File: src/rtl/program_loader.sv
// rtl/program_loader.sv - framed program loader writing instruction RAM
// Holds the CPU in reset until a length-checked, XOR-verified image is resident.
module program_loader #(
  parameter int ADDR_W       = 8,
  parameter int DATA_W       = 16,
  parameter int BASE_ADDR    = 0,
  parameter bit USE_CHECKSUM = 1'b1
) (
  input  logic              clk,
  input  logic              reset,
  input  logic              start,
  input  logic [DATA_W-1:0] in_data,
  input  logic              in_valid,
  output logic              in_ready,
  output logic              ram_we,
  output logic [ADDR_W-1:0] ram_addr,
  output logic [DATA_W-1:0] ram_wdata,
  output logic              cpu_reset,
  output logic              busy,
  output logic              done,
  output logic              error,
  output logic [ADDR_W:0]   words_loaded
);

  typedef enum logic [2:0] {
    S_IDLE,
    S_LEN,
    S_LOAD,
    S_CHECK,
    S_DONE,
    S_ERROR
  } state_t;

  localparam logic [ADDR_W+1:0] MAX_LEN = (ADDR_W+2)'(2**ADDR_W - BASE_ADDR);
  localparam logic [ADDR_W-1:0] BASE_A  = ADDR_W'(BASE_ADDR);
  localparam logic [ADDR_W:0]   ONE     = {{ADDR_W{1'b0}}, 1'b1};

  state_t              state;
  state_t              next_state;
  logic [ADDR_W:0]     len_q;
  logic [ADDR_W:0]     idx_q;
  logic [DATA_W-1:0]   acc_q;

  logic                xfer;
  logic [ADDR_W:0]     len_in;
  logic                len_bad;
  logic                last_word;
  logic                start_ok;

  logic                in_ready_d;
  logic                ram_we_d;
  logic [ADDR_W-1:0]   ram_addr_d;
  logic [DATA_W-1:0]   ram_wdata_d;
  logic                cpu_reset_d;
  logic                busy_d;
  logic                done_d;
  logic                error_d;
  logic [ADDR_W:0]     words_d;
  logic [ADDR_W:0]     len_d;
  logic [ADDR_W:0]     idx_d;
  logic [DATA_W-1:0]   acc_d;

  // in_ready is only ever high in LEN/LOAD/CHECK, so a transfer never meets start
  assign xfer      = in_valid & in_ready;
  assign len_in    = in_data[ADDR_W:0];
  assign len_bad   = (len_in == '0) || ({1'b0, len_in} > MAX_LEN);
  assign last_word = (idx_q == len_q - ONE);
  assign start_ok  = start && (state == S_IDLE || state == S_DONE || state == S_ERROR);

  always_ff @(posedge clk) begin
    if (reset) begin
      state <= S_IDLE;
    end else begin
      state <= next_state;
    end
  end

  always_comb begin
    next_state = state;
    case (state)
      S_IDLE, S_DONE, S_ERROR: begin
        if (start) next_state = S_LEN;
      end
      S_LEN: begin
        if (xfer) next_state = len_bad ? S_ERROR : S_LOAD;
      end
      S_LOAD: begin
        if (xfer && last_word) next_state = USE_CHECKSUM ? S_CHECK : S_DONE;
      end
      S_CHECK: begin
        if (xfer) next_state = (in_data == acc_q) ? S_DONE : S_ERROR;
      end
      default: next_state = S_IDLE;
    endcase
  end

  // Next values for the registered outputs and session counters
  always_comb begin
    in_ready_d  = (next_state == S_LEN) || (next_state == S_LOAD) || (next_state == S_CHECK);
    busy_d      = in_ready_d;
    done_d      = (next_state == S_DONE);
    error_d     = (next_state == S_ERROR);
    // the CPU leaves reset only after a full DONE cycle, so the last write has landed
    cpu_reset_d = !(state == S_DONE && next_state == S_DONE);
    ram_we_d    = 1'b0;
    ram_addr_d  = ram_addr;
    ram_wdata_d = ram_wdata;
    words_d     = words_loaded;
    len_d       = len_q;
    idx_d       = idx_q;
    acc_d       = acc_q;

    if (start_ok) begin
      words_d = '0;
      idx_d   = '0;
      acc_d   = '0;
    end

    if (state == S_LEN && xfer && !len_bad) begin
      len_d = len_in;
    end

    if (state == S_LOAD && xfer) begin
      ram_we_d    = 1'b1;
      ram_addr_d  = BASE_A + idx_q[ADDR_W-1:0];
      ram_wdata_d = in_data;
      words_d     = idx_q + ONE;
      idx_d       = idx_q + ONE;
      acc_d       = acc_q ^ in_data;
    end
  end

  always_ff @(posedge clk) begin
    if (reset) begin
      in_ready     <= 1'b0;
      ram_we       <= 1'b0;
      ram_addr     <= '0;
      ram_wdata    <= '0;
      cpu_reset    <= 1'b1;
      busy         <= 1'b0;
      done         <= 1'b0;
      error        <= 1'b0;
      words_loaded <= '0;
      len_q        <= '0;
      idx_q        <= '0;
      acc_q        <= '0;
    end else begin
      in_ready     <= in_ready_d;
      ram_we       <= ram_we_d;
      ram_addr     <= ram_addr_d;
      ram_wdata    <= ram_wdata_d;
      cpu_reset    <= cpu_reset_d;
      busy         <= busy_d;
      done         <= done_d;
      error        <= error_d;
      words_loaded <= words_d;
      len_q        <= len_d;
      idx_q        <= idx_d;
      acc_q        <= acc_d;
    end
  end

endmodule
File: config.mk
export PLATFORM = sky130hd
export DESIGN_NAME = program_loader
export DESIGN_NICKNAME = d
export VERILOG_FILES = /design/src/rtl/program_loader.sv
export SDC_FILE = /design/constraint.sdc
export NUM_CORES = 1
export LEC_CHECK = 0
export CAP_MARGIN = 20
export CELL_PAD_IN_SITES_DETAIL_PLACEMENT = 1
export CELL_PAD_IN_SITES_GLOBAL_PLACEMENT = 2
export CORE_MARGIN = 2
export CORE_UTILIZATION = 32
export CTS_CLUSTER_DIAMETER = 100
export CTS_CLUSTER_SIZE = 12
export DETAILED_ROUTE_END_ITERATION = 8
export PLACE_DENSITY_LB_ADDON = 0.1
export SLEW_MARGIN = 5
export SYNTH_ARGS = -nofsm -noshare
export SYNTH_HDL_FRONTEND = slang
export SYNTH_SLANG_ARGS = --single-unit
File: constraint.sdc
create_clock -name clk -period 5.05 [get_ports clk]
set_input_delay 1.01 -clock clk [delete_from_list [all_inputs] [get_ports clk]]
set_output_delay 1.01 -clock clk [all_outputs]
set_load 0.05 [all_outputs]
==> qor.yml, run 1 <==
min_path:
  hp-start: "acc_q[11]"
  hold_path_class: "reg2reg"
  hold-path-endpoint: "acc_q[11]"
  min_path_cells: 2
timing:
  hold_violations: 0
  max_freq_mhz: 294
  hold_ws_ns: 0.455
  tightestPinTransition_ns: 0.696
  fin_crit_sh: 0.673
  fin_crit_ns: 3.40
  setup_viol: 0
  rsz0062_at_grt: "no"
  drv_slew: 0
  finClkSkew_ns: 0.00696
  slew_headroom: 0.536
  tns_ns: 0
pwr:
  switchingPower_uw: 272
  clkPwrFrac: 0.442
  power_frac_comb: 0.079
  ir_drop_uv: 145
  power_frac_seq: 0.478
  swShare: 0.246
  power_density_mw_per_mm2: 277
  p_int_uw: 834
  power_leakage_nw: 1.38
floorplan:
  rows: 35
  num_io_pins: 59
  core_area_mm2: 0.00933
  fp.dieW_um: 103
  initial_core_util: 0.333
  die_area_mm2: 0.0105
  die_h_um: 103
cells_and_area:
  syn2layout_area_growth_pct: 28.4
  fill_cells: 1144
  final_nets: 458
  antennaDiodeCount: 0
  final_cells: 570
  drive_gt1_frac: 0.0726
placed_design:
  dp_cells: 554
  gp_congestion: 0.786
  dpl.hpwl_mm: 6.29
  portBuffers: 58
synth:
  synth_top_cell_by_area: "dfxtp_1"
  synthesis.area_per_instance_um2: 7.99
  synth-seq-cells: 66
  synthCells: 389
  synth_commonest_cells: "66 x dfxtp_1, 65 x nand2_1, 41 x a21oi_1, 33 x nor2_1"
  synthTopCellsByArea: "dfxtp_1 42%, nand2_1 7.8%, a21oi_1 6.6%"
  synth_most_common_cell: "dfxtp_1"
  synth_edf_count: 0
  ys_async_sr_fraction: 0
  synth.distinct_cells: 52
  ys.flop_type: "dfxtp_1"
  yosys_warnings: 0
  synth_top_area_frac: 0.425
  synth_nets: 411
  seq_area_frac_synth: 0.425
  syn_area_mm2: 0.00311
drt:
  top_layer: "met4"
  wl_met2_mm: 4.57
  via_per_inst: 5.08
  drc: 0
  wl_met3_um: 215
  drtIter0Drc: 101
  ant_nets: 0
  drt-total-wl_mm: 8.98
  avgRoutedWirePerCell_um: 15.8
  m1WireLength_mm: 4.17
  route.vias.total: 2894
  firstDrtPassIters: 4
clock_tree:
  h-tree-depth: 3
  post-cts-setup-buffers: 0
  cts.clk_slew.worst_paths_ns: 0.07
  post_cts_resized: 0
  clock_latency_ns: 0.34
  postCtsHoldBufs: 0
  cts_tree: "done"
  clk_path_buf_depth: 2
  ctsRootBufferMaster: "clkbuf_8"
  cts_buffers: 9
  cts.sinks: 66
setup_path:
  cp-end-kind: "flip-flop"
  worstSetupPathType: "in2reg"
  crit_arrival_ns: 3.59
  required_ns: 5.25
  start_kind: "input port"
  path_max_fanout: 49
  reg2reg_depth: 6
  r2r-end: "acc_q[2]"
  worstReg2RegStart: "busy"
  r2r_setup_slack_ns: 2.43
global_route:
  grt_max_degree: 64
  grt_pass1_wl_mm: 14.6
  grt_pass1_vias: 2851
  overflow: 0
  grt_antenna_before_repair: 0
  grt_usage: 0.182
job:
  drv_cap: 0
outcome:
  outcome: "finished, final reports clean"
## through the flow
stage | setup slack, ns | total power, mW | utilization | cell area (um^2)
2_1_floorplan | 2.47 | 0.589 | - | 3110
3_3_place_gp | 1.34 | 0.628 | 0.405 | 3770
3_5_place_dp | 1.30 | 0.630 | 0.405 | 3770
4_1_cts | 1.68 | 1.13 | 0.428 | 3990
5_1_grt | 1.50 | 1.16 | 0.428 | 3990
6_report | 1.65 | 1.11 | 0.428 | 3990
## critical path, cell delays in order
cell             delay [ns]
clkdlybuf4s50_1        0.51
nand2_2                0.12
or4b_4                 0.80
nand2_1                0.63
o21ai_0                0.21
a22oi_1                0.23
nor2_1                 0.05
## layer usage
| layer | vias to the layer above | track usage |
|---|---|---|
| met1 | 1403 | 0.225 |
| met5 | - | 0 |
| li1 | 1446 | - |
| met2 | 43 | 0.323 |
| met4 | 0 | 0.0338 |
| met3 | 2 | 0.0454 |
## area by class of cell
cell class	count	area [um^2]	share of cell area
clock inverters	7	93.8	0.0235
inverters	14	52.6	0.0132
multi-input cells	285	1650	0.413
well taps	129	161	0.0404
repair buffers	60	591	0.148
clock buffers	9	124	0.0310
flip-flops and latches	66	1320	0.331
## cell families (layout without fill, tap and decap cells)
kind of cell / Yosys count / after routing / synth area share
AND/OR/NAND/NOR: 164 / 164 / 0.259
multiplexers: 10 / 10 / 0.0330
adder cells (fa/ha/maj): 2 / 2 / 0.00805
AO/OA/AOI/OAI: 96 / 96 / 0.191
buffers and inverters: 38 / 90 / 0.0479
flip-flops: 66 / 66 / 0.425
XOR/XNOR: 13 / 13 / 0.0366
## placed cells by master (no fill, tap or decap), types with 2 or more instances in the layout
master and count:
a21oi_1 41, a22oi_1 12, and3_1 2, buf_4 2, bufinv_16 2, clkbuf_8 9, clkdlybuf4s50_1 57, clkinv_2 2
clkinvlp_4 2, dfxtp_1 66, ha_1 2, inv_1 14, mux2_2 2, mux2i_1 8, nand2_1 65, nand2b_1 10
nand3_1 7, nand4_1 2, nor2_1 33, nor2b_1 13, nor3_1 6, nor4_1 7, o2111ai_1 3, o211ai_1 3
o21ai_0 21, o22ai_1 2, or2_2 2, or3_1 5, or4_1 2, xnor2_1 11, xor2_1 2
## registers in the layout (all words and copies together), names as in the netlist
register / count
acc_q: 16
ram_wdata: 16
idx_q: 9
len_q: 9
ram_addr: 8
state: 3
busy: 1
cpu_reset: 1
done: 1
error: 1
ram_we: 1
## how the worst max path moves through the flow
stage / start / end / slack [ns]
floorplan: in_data[7] / cpu_reset / 2.47
global placement: in_valid / busy / 1.34
detailed placement: in_valid / acc_q[10] / 1.30
CTS: in_valid / acc_q[2] / 1.68
global route: in_valid / acc_q[2] / 1.50
finish: in_valid / acc_q[2] / 1.65
## power groups by stage
stage	registers [mW]	logic, mW	clock network (mW)
after CTS	0.529	0.0891	0.508
final	0.529	0.0878	0.489
after floorplan	0.543	0.0462	0
after global routing	0.529	0.0962	0.531
after global placement	0.541	0.0875	0
after detailed placement	0.541	0.0889	0
(Power assumes the default switching activity.)
==> run 2: changes to the inputs <==
CORE_UTILIZATION = 27   (was 32)
clock period = 3.1 ns   (was 5.05 ns; I/O delays follow)
==> qor.yml, run 2 (synthesis gave the netlist of run 1 again) <==
placed_design:
  portBuffers: 58  # unchanged
  dpl.hpwl_mm: 7.15  # was 6.29 mm
  postPlaceCellArea_mm2: 0.00388  # was 0.00377 mm^2
  gp_congestion: 0.771  # was 0.786
  dp_slack_ns: 0.174  # was 1.30 ns
global_route:
  overflow: 0  # unchanged
  use_met3: 0.0394  # was 0.0454
  grt_pass1_wl_mm: 16.9  # was 14.6 mm
  grt_antenna_before_repair: 0  # unchanged
  met1_usage: 0.217  # was 0.225
  grt_pass1_vias: 3098  # was 2851
  top_usage_layer: "met2"  # unchanged
  grt_usage: 0.174  # was 0.182
  gr-usage-met2: 0.297  # was 0.323
  grt_max_degree: 42  # was 64
timing:
  tightestPinTransition_ns: 0.655  # was 0.696 ns
  finClkSkew_ns: 0.00481  # was 0.00696 ns
  setup_viol: 0  # unchanged
  tns_ns: 0  # unchanged
  slew_headroom: 0.563  # was 0.536
  hold_violations: 0  # unchanged
  setup_slack_ns: 0.469  # was 1.65 ns
  max_freq_mhz: 380
  rsz0062_at_grt: "no"  # unchanged
  fin_crit_sh: 0.849
  drv_slew: 0  # unchanged
  fin_crit_ns: 2.63
pwr:
  p_int_mw: 1.70  # was 834 uW
  power_leakage_nw: 1.49  # was 1.38 nW
  swShare: 0.224  # was 0.246
  power_density_mw_per_mm2: 520  # was 277 mW/mm^2
  power_frac_seq: 0.394  # was 0.478
  switchingPower_uw: 490  # was 272 uW
  clkPwrFrac: 0.534  # was 0.442
  ir_drop_uv: 194  # was 145 uV
  power_frac_comb: 0.072  # was 0.079
setup_path:
  worstSetupPathType: "in2reg"  # unchanged
  cp_slowest_cell: "clkdlybuf4s50_1"  # was or4b_4
  path_max_fanout: 4  # was 49
  start_kind: "input port"  # unchanged
  worst-path-buf-inv: 1  # unchanged
  crit_family: "simple AND/OR/NAND/NOR gates"  # unchanged
  cp-end-kind: "flip-flop"  # unchanged
  crit_arrival_ns: 2.84  # was 3.59 ns
  critPathMaxStageDelay_ns: 0.50  # was 0.80 ns
  cp_cell_sequence: "clkdlybuf4s50_1 -> nor4_1 -> a2111o_1 -> nand2_1 -> o32a_1 -> or2_1 -> or3_1"  # was clkdlybuf4s50_1 -> nand2_2 -> or4b_4 -> nand2_1 -> o21ai_0 -> a22oi_1 -> nor2_1
  required_ns: 3.31  # was 5.25 ns
floorplan:
  die_area_mm2: 0.0124  # was 0.0105 mm^2
  rows: 39  # was 35
  fp.dieW_um: 111  # was 103 um
  initial_core_util: 0.275  # was 0.333
  core_area_mm2: 0.0113  # was 0.00933 mm^2
  num_io_pins: 59  # unchanged
  die_h_um: 111  # was 103 um
cells_and_area:
  final_area_mm2: 0.00422  # was 0.00399 mm^2
  layout_common_cells: "66 x dfxtp_1, 65 x nand2_1, 57 x clkdlybuf4s50_1, 41 x a21oi_1, 33 x nor2_1"  # unchanged
  antennaDiodeCount: 0  # unchanged
  top_regs: "acc_q (16), ram_wdata (16)"  # unchanged
  final_nets: 467  # was 458
  syn2layout_area_growth_pct: 35.7  # was 28.4%
  final_common_cell: "dfxtp_1"  # unchanged
  fill_cells: 1360  # was 1144
  multiInputGateArea_mm2: 0.00165  # unchanged
  drive_gt1_frac: 0.0867  # was 0.0726
  seq_area_mm2: 0.00132  # unchanged
clock_tree:
  postCtsHoldBufs: 0  # unchanged
  post-cts-setup-buffers: 0  # unchanged
  cts_tree: "done"  # unchanged
  clock_latency_ns: 0.33  # was 0.34 ns
  cts.sinks: 66  # unchanged
  ctsRootBufferMaster: "clkbuf_16"  # was clkbuf_8
  post_cts_resized: 0  # unchanged
  h-tree-depth: 3  # unchanged
  cts_buffers: 9  # unchanged
  clk_path_buf_depth: 2  # unchanged
  cts.clk_slew.worst_paths_ns: 0.06  # was 0.07 ns
drt:
  drc: 0  # unchanged
  avgRoutedWirePerCell_um: 17.3  # was 15.8 um
  route.vias.total: 2992  # was 2894
  drtIter0Drc: 83  # was 101
  drt-total-wl_mm: 10.3  # was 8.98 mm
  via_per_inst: 5.05  # was 5.08
  ant_nets: 0  # unchanged
  firstDrtPassIters: 4  # unchanged
job:
  drv_cap: 0  # unchanged
outcome:
  outcome: "finished, final reports clean"  # unchanged
min_path:
  hold_path_class: "reg2reg"  # unchanged
run 2: path summary, 6_finish.rpt:
kind / cells after the start / slack (ns) / end / start
max reg2reg: 8 / 0.91 / busy / len_q[0]
min: 2 / 0.45 / acc_q[11] / acc_q[11]
min reg2reg: 2 / 0.45 / acc_q[11] / acc_q[11]
max: 7 / 0.47 / cpu_reset / in_data[7]
run 2: routing by layer:
metal  part of all wire  vias to the layer above
met2               0.49                       46
met1               0.46                     1472
li1                   -                     1462
met4              0.017                        0
met3              0.036                       12
met5                  0                        -
run 2: stage by stage:
stage	hold slack (ns)	utilization	instances	power [mW]
2_1_floorplan	0.432	-	389	0.960
3_5_place_dp	0.450	0.343	577	1.04
5_1_grt	0.468	0.373	593	2.28
4_1_cts	0.458	0.373	593	2.23
3_3_place_gp	0.439	0.343	577	1.04
6_report	0.454	0.373	593	2.19
run 2: cell type report:
class	count	share of cell area
Timing Repair Buffer	69	0.162
Inverter	14	0.0125
Tap cell	143	0.0424
Clock inverter	5	0.0243
Sequential cell	66	0.313
Multi-Input combinational cell	285	0.391
Clock buffer	11	0.0552
run 2: worst reg2reg max path: stages, from the launching register on:
cell and delay (ns):
dfxtp_1 0.36, inv_1 0.08, ha_1 0.23, or3b_2 0.52, nor3_1 0.22, a21oi_1 0.06
o21ai_0 0.19, nand4_2 0.17, a311oi_2 0.28
run 2: power by group through the flow:
stage / Combinational (mW) / Clock [mW] / Sequential [mW]
floorplan: 0.0753 / 0 / 0.884
global placement: 0.157 / 0 / 0.882
detailed placement: 0.159 / 0 / 0.882
CTS: 0.160 / 1.21 / 0.863
global route: 0.174 / 1.24 / 0.864
finish: 0.159 / 1.17 / 0.863
==> run 3: changes to the inputs <==
clock period = 2.2 ns   (was 3.1 ns; I/O delays follow)
==> qor.yml, run 3 (synthesis gave the netlist of run 1 again) <==
outcome:
  outcome: "finished, final reports clean"  # unchanged
setup_path:
  reg2reg_depth: 5  # was 8
  cp_cell_sequence: "clkdlybuf4s50_1"  # was clkdlybuf4s50_1 -> nor4_1 -> a2111o_1 -> nand2_1 -> o32a_1 -> or2_1 -> or3_1
  worstSetupPathType: "reg2out"  # was in2reg
  cp-end-kind: "output port"  # was flip-flop
  path_max_fanout: 7  # was 4
  crit_arrival_ns: 1.68  # was 2.84 ns
  r2r-end: "busy"  # unchanged
  required_ns: 1.76  # was 3.31 ns
  r2r_setup_slack_ns: 0.12  # was 0.91 ns
  worstReg2RegStart: "state[1]"  # was len_q[0]
  cp_slowest_cell: "clkdlybuf4s50_1"  # unchanged
  critPathMaxStageDelay_ns: 0.86  # was 0.50 ns
  worst-path-buf-inv: 1  # unchanged
  crit_family: "buffers and inverters"  # was simple AND/OR/NAND/NOR gates
  start_kind: "flip-flop"  # was input port
pwr:
  power_leakage_nw: 1.76  # was 1.49 nW
  finalPower_mw: 2.99  # was 2.19 mW
  power_density_mw_per_mm2: 662  # was 520 mW/mm^2
  ir_drop_uv: 415  # was 194 uV
placed_design:
  dpl.hpwl_mm: 7.51  # was 7.15 mm
  dp_slack_ns: -0.562  # was 0.174 ns
  gp_congestion: 0.742  # was 0.771
  portBuffers: 58  # unchanged
floorplan:
  rows: 39  # unchanged
  core_area_mm2: 0.0113  # unchanged
  fp.dieW_um: 111  # unchanged
  initial_core_util: 0.275  # unchanged
  die_area_mm2: 0.0124  # unchanged
  num_io_pins: 59  # unchanged
  die_h_um: 111  # unchanged
cells_and_area:
  final_nets: 503  # was 467
  final_common_cell: "dfxtp_1"  # unchanged
  top_regs: "acc_q (16), ram_wdata (16)"  # unchanged
  drive_gt1_frac: 0.167  # was 0.0867
  layout_common_cells: "65 x dfxtp_1, 63 x nand2_1, 47 x clkdlybuf4s50_1, 45 x buf_4, 41 x a21oi_1"  # was 66 x dfxtp_1, 65 x nand2_1, 57 x clkdlybuf4s50_1, 41 x a21oi_1, 33 x nor2_1
  syn2layout_area_growth_pct: 45.5  # was 35.7%
  fill_cells: 1355  # was 1360
  antennaDiodeCount: 0  # unchanged
timing:
  finClkSkew_ns: 0.00729  # was 0.00481 ns
  hold_ws_ns: 0.357  # was 0.454 ns
  setup_viol: 0  # unchanged
  setup_slack_ns: 0.0793  # was 0.469 ns
  tns_ns: 0  # unchanged
  slew_headroom: 0.607  # was 0.563
  fin_crit_sh: 0.964
  hold_violations: 0  # unchanged
  drv_slew: 0  # unchanged
  max_freq_mhz: 472
  rsz0062_at_grt: "no"  # unchanged
  fin_crit_ns: 2.12
  tightestPinTransition_ns: 0.581  # was 0.655 ns
clock_tree:
  ctsRootBufferMaster: "clkbuf_16"  # unchanged
  cts_buffers: 9  # unchanged
  clock_latency_ns: 0.34  # was 0.33 ns
  h-tree-depth: 3  # unchanged
  postCtsHoldBufs: 0  # unchanged
  clk_path_buf_depth: 2  # unchanged
  cts.clk_slew.worst_paths_ns: 0.06  # about the same
  cts_tree: "done"  # unchanged
  cts.sinks: 66  # unchanged
drt:
  ant_nets: 0  # unchanged
  route.vias.total: 3082  # was 2992
  avgRoutedWirePerCell_um: 16.4  # was 17.3 um
  drt-total-wl_mm: 10.3  # about the same
  drc: 0  # unchanged
  firstDrtPassIters: 6  # was 4
  drtIter0Drc: 82  # was 83
  via_per_inst: 4.90  # was 5.05
min_path:
  min_path_cells: 2  # unchanged
  hold_path_class: "in2reg"  # was reg2reg
  hp-start: "reset"  # was acc_q[11]
  hold-path-endpoint: "busy"  # was acc_q[11]
global_route:
  grt_usage: 0.173  # was 0.174
  grt_pass1_vias: 3228  # was 3098
  grt_max_degree: 60  # was 42
  overflow: 0  # unchanged
  grt_pass1_wl_mm: 16.7  # was 16.9 mm
  grt_antenna_before_repair: 0  # unchanged
job:
  drv_cap: 0  # unchanged
## run 3: cell count changes in the layout (fill, tap and decap cells not counted), sizes merged
cell	before	now
bufinv	3	1
buf	12	48
clkbuf	11	15
dlygate4sd2	0	2
clkdlybuf4s50	57	47
clkinv	1	0
clkinvlp	1	0
dlymetal6s2s	0	8
## run 3: worst register-to-register path, cell delays in order, from the launching register on
cell and delay [ns]:
dfxtp_1 0.53, or4b_4 0.54, nor4_2 0.28, o221a_2 0.23, nand4_2 0.13, a311oi_2 0.28
## run 3: worst max path at each step
| stage | from | to | slack [ns] | depth (start not counted) |
|---|---|---|---|---|
| global route | in_data[3] | done | 0.003 | 10 |
| finish | idx_q[6] | words_loaded[6] | 0.08 | 1 |
| CTS | in_data[3] | cpu_reset | 0.004 | 7 |
| global placement | in_data[7] | cpu_reset | -0.49 | 7 |
| floorplan | busy | busy | 0.09 | 6 |
| detailed placement | in_data[7] | cpu_reset | -0.56 | 7 |
## run 3: where the power goes
part           internal (mW)  switching [mW]  total, mW
clock                   1.00           0.519       1.52
sequential              1.20          0.0124       1.22
combinational          0.115           0.140      0.255
total                   2.32           0.672       2.99
## run 3: metrics by stage
stage	instances	instance area (um^2)	utilization
after floorplan	389	3110	-
after global placement	612	4150	0.366
after detailed placement	612	4150	0.366
after CTS	629	4490	0.396
after global routing	629	4520	0.400
final	629	4520	0.400
## run 3: area by class of cell
type / count / area (um^2) / area share
Sequential cell: 66 / 1320 / 0.292
Timing Repair Buffer: 105 / 971 / 0.215
Clock inverter: 1 / 30.0 / 0.00664
Multi-Input combinational cell: 285 / 1680 / 0.372
Clock buffer: 15 / 288 / 0.0636
Inverter: 14 / 52.6 / 0.0116
Tap cell: 143 / 179 / 0.0396
## run 3: routing by layer
metal	up-vias	global-route usage	share of wire
met1	1490	0.208	0.47
li1	1535	-	-
met4	0	0.0560	0.012
met3	10	0.0536	0.034
met2	47	0.295	0.49
met5	-	0	0
## run 3: timing repair
| action | 4_1_cts | 5_1_grt |
|---|---|---|
| pin swaps | 2 | 3 |
| setup buffers | 1 | 0 |
| endpoints found under the hold margin | 0 | 0 |
| resized for setup | 5 | 12 |
| setup endpoints to repair | 11 | 6 |
